--- src/rtl/ps2_key_decoder.sv ---
// PS/2 keyboard receiver: synchronises and filters the pin signals, deserialises
// 11-bit frames, tracks E0/F0 prefixes and keeps the held up/down/left/right mask.
module ps2_key_decoder #(
  parameter int FILTER_LEN     = 8,
  parameter int TIMEOUT_CYCLES = 130000
) (
  input  logic       pclk,
  input  logic       rst_n,
  input  logic       ps2_clk,
  input  logic       ps2_data,
  output logic [3:0] key,
  output logic [7:0] scan_code,
  output logic       scan_valid,
  output logic       frame_err
);

  localparam int FW      = (FILTER_LEN > 1) ? $clog2(FILTER_LEN) : 1;
  localparam int TW_RAW  = $clog2(TIMEOUT_CYCLES + 1);
  localparam int TW      = (TW_RAW > 18) ? TW_RAW : 18;

  localparam logic [FW-1:0] FILT_LAST = FW'(FILTER_LEN - 1);
  localparam logic [TW-1:0] TMO_LAST  = TW'(TIMEOUT_CYCLES - 1);
  localparam logic [TW-1:0] TMO_MAX   = '1;

  localparam logic [7:0] CODE_EXT = 8'hE0;
  localparam logic [7:0] CODE_BRK = 8'hF0;

  typedef enum logic [1:0] {
    ST_IDLE   = 2'd0,
    ST_DATA   = 2'd1,
    ST_PARITY = 2'd2,
    ST_STOP   = 2'd3
  } state_t;

  // Synchronisers and clock filter
  logic            clk_s1_q, clk_s1_d, clk_s2_q, clk_s2_d;
  logic            dat_s1_q, dat_s1_d, dat_s2_q, dat_s2_d;
  logic            filt_q, filt_d;
  logic [FW-1:0]   filt_cnt_q, filt_cnt_d;
  logic            fall_q, fall_d;

  // Receiver
  state_t          state_q, state_d;
  logic [2:0]      bitcnt_q, bitcnt_d;
  logic [7:0]      shift_q, shift_d;
  logic            parity_q, parity_d;
  logic [TW-1:0]   tmo_q, tmo_d;
  logic            byte_ok_q, byte_ok_d;
  logic            frame_err_q, frame_err_d;

  // Decoder
  logic [7:0]      scan_code_q, scan_code_d;
  logic            scan_valid_q, scan_valid_d;
  logic            ext_q, ext_d;
  logic            brk_q, brk_d;
  logic [3:0]      arrow_q, arrow_d;
  logic [3:0]      letter_q, letter_d;

  always_comb begin
    clk_s1_d = ps2_clk;
    clk_s2_d = clk_s1_q;
    dat_s1_d = ps2_data;
    dat_s2_d = dat_s1_q;
  end

  // Level flips only after FILTER_LEN consecutive samples disagree with it.
  always_comb begin
    filt_d     = filt_q;
    filt_cnt_d = '0;
    if (clk_s2_q != filt_q) begin
      if (filt_cnt_q == FILT_LAST) begin
        filt_d     = clk_s2_q;
        filt_cnt_d = '0;
      end else begin
        filt_cnt_d = filt_cnt_q + 1'b1;
      end
    end
    fall_d = filt_q & ~filt_d;
  end

  always_ff @(posedge pclk or negedge rst_n) begin
    if (!rst_n) begin
      clk_s1_q   <= 1'b1;
      clk_s2_q   <= 1'b1;
      dat_s1_q   <= 1'b1;
      dat_s2_q   <= 1'b1;
      filt_q     <= 1'b1;
      filt_cnt_q <= '0;
      fall_q     <= 1'b0;
    end else begin
      clk_s1_q   <= clk_s1_d;
      clk_s2_q   <= clk_s2_d;
      dat_s1_q   <= dat_s1_d;
      dat_s2_q   <= dat_s2_d;
      filt_q     <= filt_d;
      filt_cnt_q <= filt_cnt_d;
      fall_q     <= fall_d;
    end
  end

  always_comb begin
    state_d     = state_q;
    bitcnt_d    = bitcnt_q;
    shift_d     = shift_q;
    parity_d    = parity_q;
    byte_ok_d   = 1'b0;
    frame_err_d = 1'b0;
    tmo_d       = (tmo_q == TMO_MAX) ? tmo_q : tmo_q + 1'b1;

    if ((state_q == ST_IDLE) || fall_q) begin
      tmo_d = '0;
    end

    if (fall_q) begin
      case (state_q)
        ST_IDLE: begin
          if (!dat_s2_q) begin
            state_d  = ST_DATA;
            bitcnt_d = 3'd0;
          end
        end
        ST_DATA: begin
          shift_d = {dat_s2_q, shift_q[7:1]};
          if (bitcnt_q == 3'd7) begin
            state_d = ST_PARITY;
          end else begin
            bitcnt_d = bitcnt_q + 3'd1;
          end
        end
        ST_PARITY: begin
          parity_d = dat_s2_q;
          state_d  = ST_STOP;
        end
        ST_STOP: begin
          if (dat_s2_q && (^{shift_q, parity_q})) begin
            byte_ok_d = 1'b1;
          end else begin
            frame_err_d = 1'b1;
          end
          state_d = ST_IDLE;
        end
        default: state_d = ST_IDLE;
      endcase
    end else if ((state_q != ST_IDLE) && (tmo_q == TMO_LAST)) begin
      state_d     = ST_IDLE;
      frame_err_d = 1'b1;
    end
  end

  always_ff @(posedge pclk or negedge rst_n) begin
    if (!rst_n) begin
      state_q     <= ST_IDLE;
      bitcnt_q    <= '0;
      shift_q     <= '0;
      parity_q    <= 1'b0;
      tmo_q       <= '0;
      byte_ok_q   <= 1'b0;
      frame_err_q <= 1'b0;
    end else begin
      state_q     <= state_d;
      bitcnt_q    <= bitcnt_d;
      shift_q     <= shift_d;
      parity_q    <= parity_d;
      tmo_q       <= tmo_d;
      byte_ok_q   <= byte_ok_d;
      frame_err_q <= frame_err_d;
    end
  end

  // shift_q is stable while the receiver sits in IDLE, so it doubles as the received byte.
  always_comb begin
    scan_code_d  = scan_code_q;
    scan_valid_d = 1'b0;
    ext_d        = ext_q;
    brk_d        = brk_q;
    arrow_d      = arrow_q;
    letter_d     = letter_q;

    if (frame_err_q) begin
      ext_d = 1'b0;
      brk_d = 1'b0;
    end else if (byte_ok_q) begin
      scan_code_d  = shift_q;
      scan_valid_d = 1'b1;
      if (shift_q == CODE_EXT) begin
        ext_d = 1'b1;
      end else if (shift_q == CODE_BRK) begin
        brk_d = 1'b1;
      end else begin
        if (ext_q) begin
          case (shift_q)
            8'h75:   arrow_d[0] = ~brk_q;
            8'h72:   arrow_d[1] = ~brk_q;
            8'h6B:   arrow_d[2] = ~brk_q;
            8'h74:   arrow_d[3] = ~brk_q;
            default: arrow_d    = arrow_q;
          endcase
        end else begin
          case (shift_q)
            8'h1D:   letter_d[0] = ~brk_q;
            8'h1B:   letter_d[1] = ~brk_q;
            8'h1C:   letter_d[2] = ~brk_q;
            8'h23:   letter_d[3] = ~brk_q;
            default: letter_d    = letter_q;
          endcase
        end
        ext_d = 1'b0;
        brk_d = 1'b0;
      end
    end
  end

  always_ff @(posedge pclk or negedge rst_n) begin
    if (!rst_n) begin
      scan_code_q  <= '0;
      scan_valid_q <= 1'b0;
      ext_q        <= 1'b0;
      brk_q        <= 1'b0;
      arrow_q      <= '0;
      letter_q     <= '0;
    end else begin
      scan_code_q  <= scan_code_d;
      scan_valid_q <= scan_valid_d;
      ext_q        <= ext_d;
      brk_q        <= brk_d;
      arrow_q      <= arrow_d;
      letter_q     <= letter_d;
    end
  end

  assign key        = arrow_q | letter_q;
  assign scan_code  = scan_code_q;
  assign scan_valid = scan_valid_q;
  assign frame_err  = frame_err_q;

endmodule

--- config.mk ---
export PLATFORM = sky130hd
export DESIGN_NAME = ps2_key_decoder
export DESIGN_NICKNAME = d
export VERILOG_FILES = /design/src/rtl/ps2_key_decoder.sv
export SDC_FILE = /design/constraint.sdc
export NUM_CORES = 1
export LEC_CHECK = 0
export BUFFER_PORTS_ARGS = -buffer_cell sky130_fd_sc_hd__buf_2
export CAP_MARGIN = 5
export CORE_MARGIN = 2
export CORE_UTILIZATION = 55
export CTS_BUF_LIST = sky130_fd_sc_hd__clkbuf_8 sky130_fd_sc_hd__clkbuf_16
export CTS_CLUSTER_DIAMETER = 200
export DETAILED_ROUTE_END_ITERATION = 10
export PLACE_DENSITY = 0.73
export SKIP_LAST_GASP = 1
export SLEW_MARGIN = 20
export SYNTH_ARGS = -nofsm -noshare
export SYNTH_HDL_FRONTEND = slang
export SYNTH_SLANG_ARGS = --single-unit
--- constraint.sdc ---
create_clock -name pclk -period 4.4 [get_ports pclk]
set_input_delay 0.88 -clock pclk [delete_from_list [all_inputs] [get_ports pclk]]
set_output_delay 0.88 -clock pclk [all_outputs]
set_load 0.02 [all_outputs]
==> metrics.txt, run 1 <==
# TYPE chip_impl_metric gauge
chip_impl_metric{name="worst-path-max-fanout",unit=""} 10
chip_impl_metric{name="netlist-cell-type-count",unit=""} 45
chip_impl_info{name="run_status",value="completed"} 1
chip_impl_metric{name="final_period_minus_worst_setup_slack",unit="ns"} 2.18
chip_impl_info{name="hp-class",value="register to register"} 1
chip_impl_metric{name="grt_overflow",unit=""} 0
chip_impl_metric{name="ff2ff_path_depth",unit=""} 6
chip_impl_metric{name="maxCapViolCount",unit=""} 0
chip_impl_metric{name="syn2layout_area_growth",unit="%"} 12.4
chip_impl_metric{name="initial_utilization",unit="%"} 57.7
chip_impl_info{name="startpoint",value="tmo_q[0]"} 1
chip_impl_metric{name="report.final.setup_viol",unit=""} 0
chip_impl_metric{name="floorplan.core_area",unit="sq mm"} 0.00517
chip_impl_metric{name="synth-seq-cells",unit=""} 62
chip_impl_metric{name="fin_crit_sh",unit="%"} 49.5
chip_impl_info{name="clock_tree.root_cell",value="sky130_fd_sc_hd__clkbuf_8"} 1
chip_impl_metric{name="postSynthAreaPerCell",unit="sq um"} 10.8
chip_impl_metric{name="synthesis.nets",unit=""} 291
chip_impl_info{name="setup.worst_path.end",value="tmo_q[14]"} 1
chip_impl_metric{name="ys_seq_area_share",unit="%"} 52.2
chip_impl_metric{name="timing_worst_slew_pin_value",unit="ns"} 0.752
chip_impl_metric{name="timing.clock.skew",unit="ns"} 0.00466
chip_impl_metric{name="powerDensity",unit="mW/mm^2"} 375
chip_impl_metric{name="detailedRoute.firstPassIterationCount",unit=""} 4
chip_impl_metric{name="netSwitchingFraction",unit="%"} 19.6
chip_impl_metric{name="htree_levels",unit=""} 3
chip_impl_info{name="worst_path_slowest_cell",value="sky130_fd_sc_hd__and3_1"} 1
chip_impl_metric{name="routed_wire_length_per_instance",unit="um"} 15.3
chip_impl_metric{name="synthesis.instances",unit=""} 277
chip_impl_metric{name="cts_num_sinks",unit=""} 62
chip_impl_info{name="tritoncts_clock_tree",value="built"} 1
chip_impl_metric{name="place.gp.congestion",unit=""} 0.890
chip_impl_info{name="critical_path_class",value="register to register"} 1
chip_impl_metric{name="power_report.internal_total",unit="mW"} 1.01
chip_impl_metric{name="worst-endpoint-arrival",unit="ns"} 2.37
chip_impl_metric{name="postCtsHoldBufs",unit=""} 0
chip_impl_info{name="critical_path.cell_chain",value="ha_1, and3_1, and3_1, nand3_1, o311ai_1, o41ai_1"} 1
chip_impl_metric{name="clockBufferDepth",unit=""} 2
chip_impl_metric{name="antenna_found_initial",unit=""} 0
chip_impl_metric{name="ant_nets",unit=""} 0
chip_impl_metric{name="via_per_inst",unit=""} 5.69
chip_impl_metric{name="post-dp-hpwl",unit="um"} 3660
chip_impl_metric{name="layout.nets",unit=""} 306
chip_impl_info{name="grt_setup_unrepaired",value="no"} 1
chip_impl_metric{name="antennaDiodeCount",unit=""} 0
chip_impl_metric{name="pre_cts_ws",unit="ns"} 2.35
chip_impl_metric{name="maximum_single_stage_delay_on_the_critical_path",unit="ns"} 0.41
chip_impl_metric{name="part_of_the_power_in_combinational_logic",unit="%"} 3.2
chip_impl_info{name="critical_path.most_common_cell",value="sky130_fd_sc_hd__and3_1"} 1
chip_impl_metric{name="max-slew-margin-rel",unit="%"} 49.8
chip_impl_metric{name="max_clock_freq",unit="MHz"} 459
chip_impl_info{name="worst_setup_start_kind",value="register"} 1
chip_impl_metric{name="routed-via-count",unit=""} 2090
chip_impl_metric{name="grt_max_degree",unit=""} 34
chip_impl_info{name="cp-end-kind",value="register"} 1
chip_impl_metric{name="detailedRoute.firstIterationViolations",unit=""} 139
chip_impl_metric{name="timing.final.ws_setup",unit="ns"} 2.22
chip_impl_metric{name="die_w",unit="um"} 77.7
chip_impl_metric{name="ir_worst_vdd",unit="mV"} 0.186
chip_impl_metric{name="num_io_pins",unit=""} 18
chip_impl_metric{name="totalNegativeSetupSlack",unit="ns"} 0
chip_impl_metric{name="cts_setup_buffers",unit=""} 0
chip_impl_metric{name="share_of_total_power_in_sequential_cells",unit="%"} 47.8
chip_impl_metric{name="buffer_ports.inserted",unit=""} 17
chip_impl_metric{name="die_height",unit="um"} 77.7
chip_impl_metric{name="via_count_of_the_first_global_routing_pass",unit=""} 2071
chip_impl_metric{name="power.net_switching",unit="mW"} 0.247
chip_impl_metric{name="cts-buffers-inserted",unit=""} 9
chip_impl_metric{name="ys_warn_count",unit=""} 0
chip_impl_metric{name="finalHoldViolations",unit=""} 0
chip_impl_metric{name="clock_latency",unit="ns"} 0.33
chip_impl_metric{name="post_synthesis_cell_area",unit="sq mm"} 0.00299
chip_impl_metric{name="layout-drive-gt1-share",unit="%"} 21.9
chip_impl_metric{name="drc",unit=""} 0
chip_impl_metric{name="core.rowCount",unit=""} 26
chip_impl_metric{name="cts_resized",unit=""} 0
chip_impl_metric{name="dieArea",unit="sq mm"} 0.00603
chip_impl_metric{name="worstPathRequired",unit="ns"} 4.59
chip_impl_metric{name="detail_route.wirelength",unit="um"} 5610
chip_impl_metric{name="total_power",unit="mW"} 1.26
chip_impl_metric{name="reg2reg_setup_slack",unit="ns"} 2.22
chip_impl_metric{name="worst_setup_hold_path_clk_slew",unit="ns"} 0.07
chip_impl_metric{name="grt.total_usage",unit="%"} 21.1
chip_impl_metric{name="wire_length_of_the_first_global_routing_pass",unit="um"} 9720
chip_impl_metric{name="p_leak",unit="nW"} 1.55
chip_impl_metric{name="slew_viol_final",unit=""} 0
chip_impl_info{name="critical_path.reg2reg.startpoint",value="tmo_q[0]"} 1
chip_impl_metric{name="p_clk_share",unit="%"} 48.9
chip_impl_info{name="timing.rr.end",value="tmo_q[14]"} 1
==> routing by layer <==
layer / part of all wire, % / track usage [%] / vias to the layer above
met2: 48 / 33.1 / 54
met5: 0 / 0 / -
met1: 46 / 27.5 / 1027
met3: 4.0 / 5.81 / 13
met4: 2.2 / 8.93 / 0
li1: - / - / 996
==> power by group through the flow <==
stage / clock [mW] / sequential [mW] / combinational, mW
after floorplan: 0 / 0.608 / 0.0198
after detailed placement: 0 / 0.612 / 0.0408
final: 0.616 / 0.601 / 0.0407
after global routing: 0.654 / 0.602 / 0.0479
after CTS: 0.629 / 0.601 / 0.0426
after global placement: 0 / 0.609 / 0.0354
==> placed cells by master (no fill, tap or decap), types with 6 or more instances in the layout <==
cell type and instances:
sky130_fd_sc_hd__nand2_1 21, sky130_fd_sc_hd__ha_1 10, sky130_fd_sc_hd__mux2_2 16, sky130_fd_sc_hd__nand3_1 12, sky130_fd_sc_hd__clkbuf_8 11, sky130_fd_sc_hd__xnor2_1 16
sky130_fd_sc_hd__inv_1 14, sky130_fd_sc_hd__a21oi_1 7, sky130_fd_sc_hd__buf_2 17, sky130_fd_sc_hd__dfrtp_1 57, sky130_fd_sc_hd__nor3_1 9, sky130_fd_sc_hd__mux2i_1 9
sky130_fd_sc_hd__a31oi_1 6, sky130_fd_sc_hd__o21ai_0 11, sky130_fd_sc_hd__nor2_1 23
==> how the worst min path moves through the flow <==
stage / startpoint / to / slack [ns] / cells past startpoint
2_1_floorplan: clk_s1_q / clk_s2_q / 0.35 / 0
3_3_place_gp: dat_s1_q / dat_s2_q / 0.35 / 0
3_5_place_dp: clk_s1_q / clk_s2_q / 0.35 / 0
4_1_cts: clk_s1_q / clk_s2_q / 0.36 / 0
5_1_grt: clk_s1_q / clk_s2_q / 0.36 / 0
6_report: clk_s1_q / clk_s2_q / 0.36 / 0
==> per-stage QoR <==
stage / instance area, sq um / utilization, % / cells / hold slack (ns)
finish: 3360 / 64.9 / 367 / 0.357
CTS: 3360 / 64.9 / 367 / 0.358
global placement: 3110 / 60.1 / 351 / 0.348
floorplan: 2990 / - / 277 / 0.345
detailed placement: 3110 / 60.1 / 351 / 0.348
global route: 3360 / 64.9 / 367 / 0.360
==> worst max-delay path: cells and delay by family, from the launching register on <==
family,cells,cell delay (ns)
AND/OR/NAND/NOR,3,0.89
flip-flops,1,0.40
adder cells (fa/ha/maj),1,0.21
AO/OA/AOI/OAI,2,0.54
==> synthesized netlist by cell type (all sizes together) <==
cell type	count	area share, %
or3	1	0.21
inv	12	1.5
nand3	12	2.0
a311oi	3	0.88
nand4	3	0.63
nor3	9	1.5
xnor2	16	4.7
and4	3	0.96
nor3b	1	0.25
and2	2	0.42
nor2b	1	0.21
buf	4	0.71
a21oi	7	1.2
or2	5	1.0
xor2	2	0.59
nand4b	2	0.59
o21ai	12	2.1
dfstp	5	4.4
nand2	21	2.6
nor4	3	0.63
and3	5	1.1
dfrtp	57	48
a22oi	1	0.25
nor2	23	2.9
a31oi	6	1.3
a211oi	3	0.75
a2111oi	1	0.50
a21o	1	0.25
mux2i	9	3.0
xnor3	1	0.75
nand2b	3	0.63
nand3b	1	0.25
o41ai	1	0.29
mux2	16	6.0
or4	2	0.75
o311ai	1	0.29
clkbuf	10	1.3
a31o	1	0.29
a21boi	1	0.25
ha	10	4.2
==> state kept, by name (all words and copies together), names as in the netlist <==
register    flops
tmo_q          18
scan_code       8
shift_q         8
arrow_q         4
letter_q        4
bitcnt_q        3
filt_cnt_q      3
state_q         2
brk_q           1
byte_ok_q       1
clk_s1_q        1
clk_s2_q        1
dat_s1_q        1
dat_s2_q        1
ext_q           1
fall_q          1
filt_q          1
frame_err       1
parity_q        1
scan_valid      1
==> final cells by class <==
type,count,area (sq um)
clock buffers,11,151
clock inverters,5,97.6
fillers,385,1820
inverters,12,45.0
multi-input cells,189,1320
flip-flops and latches,62,1560
well taps,70,87.6
repair buffers,18,92.6
==> cell families (layout without fill, tap and decap cells) <==
kind of cell / after synthesis / after routing / synth area share, %
flops: 62 / 62 / 52.2
simple gates: 97 / 97 / 16.7
buf+inv: 26 / 46 / 3.48
compound gates: 38 / 38 / 8.34
mux: 25 / 25 / 9.05
xor+xnor: 19 / 19 / 6.04
fa+ha+maj: 10 / 10 / 4.19
(Power assumes the default switching activity.)
==> run 2, diff against run 1 <==
--- a/config.mk
+++ b/config.mk
@@ -8,11 +8,11 @@
 export BUFFER_PORTS_ARGS = -buffer_cell sky130_fd_sc_hd__buf_2
 export CAP_MARGIN = 5
 export CORE_MARGIN = 2
-export CORE_UTILIZATION = 55
+export CORE_UTILIZATION = 54
 export CTS_BUF_LIST = sky130_fd_sc_hd__clkbuf_8 sky130_fd_sc_hd__clkbuf_16
 export CTS_CLUSTER_DIAMETER = 200
 export DETAILED_ROUTE_END_ITERATION = 10
-export PLACE_DENSITY = 0.73
+export PLACE_DENSITY = 0.75
 export SKIP_LAST_GASP = 1
 export SLEW_MARGIN = 20
 export SYNTH_ARGS = -nofsm -noshare
==> constraint.sdc (replaced) <==
create_clock -name pclk -period 1.9 [get_ports pclk]
set_input_delay 0.38 -clock pclk [delete_from_list [all_inputs] [get_ports pclk]]
set_output_delay 0.38 -clock pclk [all_outputs]
set_load 0.02 [all_outputs]
==> run 2 against run 1 <==
Clock-buffer cell count shrank 1. Register-to-register slack worse by 2.1 ns. First-iteration DRC count fell by 29%. Largest cell class unchanged. Highest routed layer unchanged.
==> metrics.txt, run 2 (synthesized netlist as in run 1, its figures left out) <==
# TYPE chip_impl_metric gauge
chip_impl_metric{name="via_count_of_the_first_global_routing_pass",unit=""} 2055
chip_impl_metric{name="place.gp.congestion",unit=""} 0.855
chip_impl_metric{name="fin_crit_sh",unit="%"} 93.9
chip_impl_metric{name="total_power",unit="mW"} 2.45
chip_impl_metric{name="htree_levels",unit=""} 3
chip_impl_metric{name="ir_worst_vdd",unit="mV"} 0.496
chip_impl_metric{name="core.rowCount",unit=""} 27
chip_impl_metric{name="clock_latency",unit="ns"} 0.33
chip_impl_metric{name="power_report.internal_total",unit="mW"} 1.90
chip_impl_info{name="clock_tree.root_cell",value="sky130_fd_sc_hd__clkbuf_8"} 1
chip_impl_metric{name="die_height",unit="um"} 78.4
chip_impl_metric{name="initial_utilization",unit="%"} 55.2
chip_impl_info{name="mostFrequentLayoutCell",value="sky130_fd_sc_hd__dfrtp_1"} 1
chip_impl_metric{name="buffer_ports.inserted",unit=""} 17
chip_impl_metric{name="slew_viol_final",unit=""} 0
chip_impl_info{name="critical_path_class",value="register to register"} 1
chip_impl_metric{name="worst_setup_hold_path_clk_slew",unit="ns"} 0.07
chip_impl_info{name="grt_setup_unrepaired",value="yes"} 1
chip_impl_metric{name="worstPathRequired",unit="ns"} 2.11
chip_impl_metric{name="utilization_after_layout",unit="%"} 61.8
chip_impl_info{name="worst_path_slowest_cell",value="sky130_fd_sc_hd__or4_4"} 1
chip_impl_metric{name="grt_max_degree",unit=""} 63
chip_impl_metric{name="timing_worst_slew_pin_value",unit="ns"} 0.400
chip_impl_metric{name="share_of_total_power_in_sequential_cells",unit="%"} 56.5
chip_impl_metric{name="num_io_pins",unit=""} 18
chip_impl_metric{name="layout.nets",unit=""} 312
chip_impl_metric{name="routed_wire_length_per_instance",unit="um"} 13.8
chip_impl_metric{name="cts-buffers-inserted",unit=""} 9
chip_impl_metric{name="worst-path-max-fanout",unit=""} 7
chip_impl_info{name="critical_path.cell_chain",value="or4_4, or4_4, nand2_1, o21ai_2"} 1
chip_impl_metric{name="finalHoldViolations",unit=""} 0
chip_impl_info{name="most-common-layout-cells",value="sky130_fd_sc_hd__dfrtp_1, sky130_fd_sc_hd__nor2_1, sky130_fd_sc_hd__nand2_1"} 1
chip_impl_metric{name="detailedRoute.firstIterationViolations",unit=""} 98
chip_impl_metric{name="grt.total_usage",unit="%"} 19.2
chip_impl_metric{name="detail_route.wirelength",unit="um"} 5160
chip_impl_info{name="cp-end-kind",value="register"} 1
chip_impl_metric{name="max-slew-margin-rel",unit="%"} 73.1
chip_impl_metric{name="wire_length_of_the_first_global_routing_pass",unit="um"} 9180
chip_impl_info{name="run_status",value="completed"} 1
chip_impl_metric{name="postCtsHoldBufs",unit=""} 0
chip_impl_metric{name="timing.clock.skew",unit="ns"} 0.0125
chip_impl_info{name="critical_path.most_common_cell",value="sky130_fd_sc_hd__or4_4"} 1
chip_impl_metric{name="powerDensity",unit="mW/mm^2"} 735
chip_impl_metric{name="detailedRoute.firstPassIterationCount",unit=""} 4
chip_impl_metric{name="p_leak",unit="nW"} 1.55
chip_impl_metric{name="die_w",unit="um"} 78.4
chip_impl_info{name="largest_register",value="tmo_q"} 1
chip_impl_info{name="hp-class",value="input port to async pin"} 1
chip_impl_metric{name="grt_overflow",unit=""} 0
chip_impl_metric{name="power.net_switching",unit="mW"} 0.557
chip_impl_metric{name="floorplan.core_area",unit="sq mm"} 0.00541
chip_impl_info{name="tritoncts_clock_tree",value="built"} 1
chip_impl_metric{name="maxCapViolCount",unit=""} 0
chip_impl_metric{name="via_per_inst",unit=""} 5.46
chip_impl_metric{name="layout-drive-gt1-share",unit="%"} 24.1
chip_impl_metric{name="routed-via-count",unit=""} 2047
chip_impl_metric{name="clockBufferDepth",unit=""} 2
chip_impl_metric{name="part_of_the_power_in_combinational_logic",unit="%"} 3.5
chip_impl_metric{name="drc",unit=""} 0
chip_impl_metric{name="p_clk_share",unit="%"} 40.0
chip_impl_metric{name="post-dp-hpwl",unit="um"} 3540
chip_impl_info{name="worst_setup_start_kind",value="register"} 1
chip_impl_metric{name="worst-endpoint-arrival",unit="ns"} 2.00
chip_impl_metric{name="maximum_single_stage_delay_on_the_critical_path",unit="ns"} 0.56
chip_impl_metric{name="max_ffs_per_register",unit=""} 18
chip_impl_metric{name="report.final.setup_viol",unit=""} 0
chip_impl_info{name="crit_family",value="simple AND/OR/NAND/NOR gates"} 1
chip_impl_metric{name="dieArea",unit="sq mm"} 0.00614
chip_impl_metric{name="antenna_found_initial",unit=""} 0
chip_impl_metric{name="syn2layout_area_growth",unit="%"} 11.9
chip_impl_metric{name="netSwitchingFraction",unit="%"} 22.7
chip_impl_metric{name="final_period_minus_worst_setup_slack",unit="ns"} 1.78
chip_impl_metric{name="ant_nets",unit=""} 0
chip_impl_metric{name="max_clock_freq",unit="MHz"} 560
chip_impl_metric{name="cts_num_sinks",unit=""} 62
chip_impl_metric{name="cp_num_buf_inv",unit=""} 0
chip_impl_metric{name="antennaDiodeCount",unit=""} 0
run 2: cell types whose count changed in the layout (fill, tap and decap cells not counted):
cell / delta
sky130_fd_sc_hd__a211oi_1: -1
sky130_fd_sc_hd__clkbuf_8: -1
sky130_fd_sc_hd__clkinv_2: +3
sky130_fd_sc_hd__bufinv_16: -3
sky130_fd_sc_hd__buf_4: +5
sky130_fd_sc_hd__and3_2: +1
sky130_fd_sc_hd__and3_1: -1
sky130_fd_sc_hd__buf_12: +1
sky130_fd_sc_hd__a211oi_2: +1
sky130_fd_sc_hd__clkinvlp_4: +1
run 2: power by group through the flow:
| stage | clock (mW) | combinational (mW) | sequential [mW] |
|---|---|---|---|
| final | 0.981 | 0.0859 | 1.39 |
| after global routing | 1.08 | 0.103 | 1.39 |
| after detailed placement | 0 | 0.0881 | 1.41 |
| after floorplan | 0 | 0.0459 | 1.41 |
| after CTS | 1.01 | 0.0897 | 1.39 |
| after global placement | 0 | 0.0860 | 1.41 |
run 2: final cells by class:
type / count / area (sq um)
fill: 453 / 2060
sequential: 62 / 1560
multi-input combinational: 189 / 1330
timing repair buffer: 24 / 150
clock buffer: 10 / 138
tap: 72 / 90.1
inverter: 12 / 45.0
clock inverter: 6 / 30.0
run 2: what timing repair did:
| action | in CTS | in global routing |
|---|---|---|
| setup endpoints to repair | 0 | 2 |
| setup buffers | 0 | 0 |
| gates resized for setup | 0 | 2 |
run 2: metrics by stage:
step | setup TNS, ns | cell area [sq um] | hold WS (ns) | instances | setup WS, ns
final | 0 | 3340 | 0.0419 | 375 | 0.115
after global routing | -0.0328 | 3340 | 0.0666 | 375 | -0.0328
after CTS | 0 | 3330 | 0.0487 | 375 | 0.0934
after detailed placement | 0 | 3170 | 0.347 | 359 | 0.0784
after global placement | 0 | 3170 | 0.346 | 359 | 0.104
after floorplan | 0 | 2990 | 0.0844 | 277 | 0.0804
run 2: path summary, 6_finish.rpt:
kind	startpoint	to	slack (ns)	cells past startpoint
min reg2reg	dat_s1_q	dat_s2_q	0.36	0
min in group pclk	ps2_data	dat_s1_q	0.15	1
max in group asynchronous	rst_n	clk_s2_q	1.54	2
min	rst_n	tmo_q[12]	0.04	2
max reg2reg	shift_q[7]	letter_q[0]	0.12	4
max	shift_q[7]	letter_q[0]	0.12	4
run 2: per-layer routing:
layer	vias to the layer above	GRT usage, %	part of all wire [%]
li1	1008	-	-
met2	39	31.6	49
met3	6	4.60	3.2
met5	-	0	0
met4	0	9.82	1.3
met1	994	23.7	46
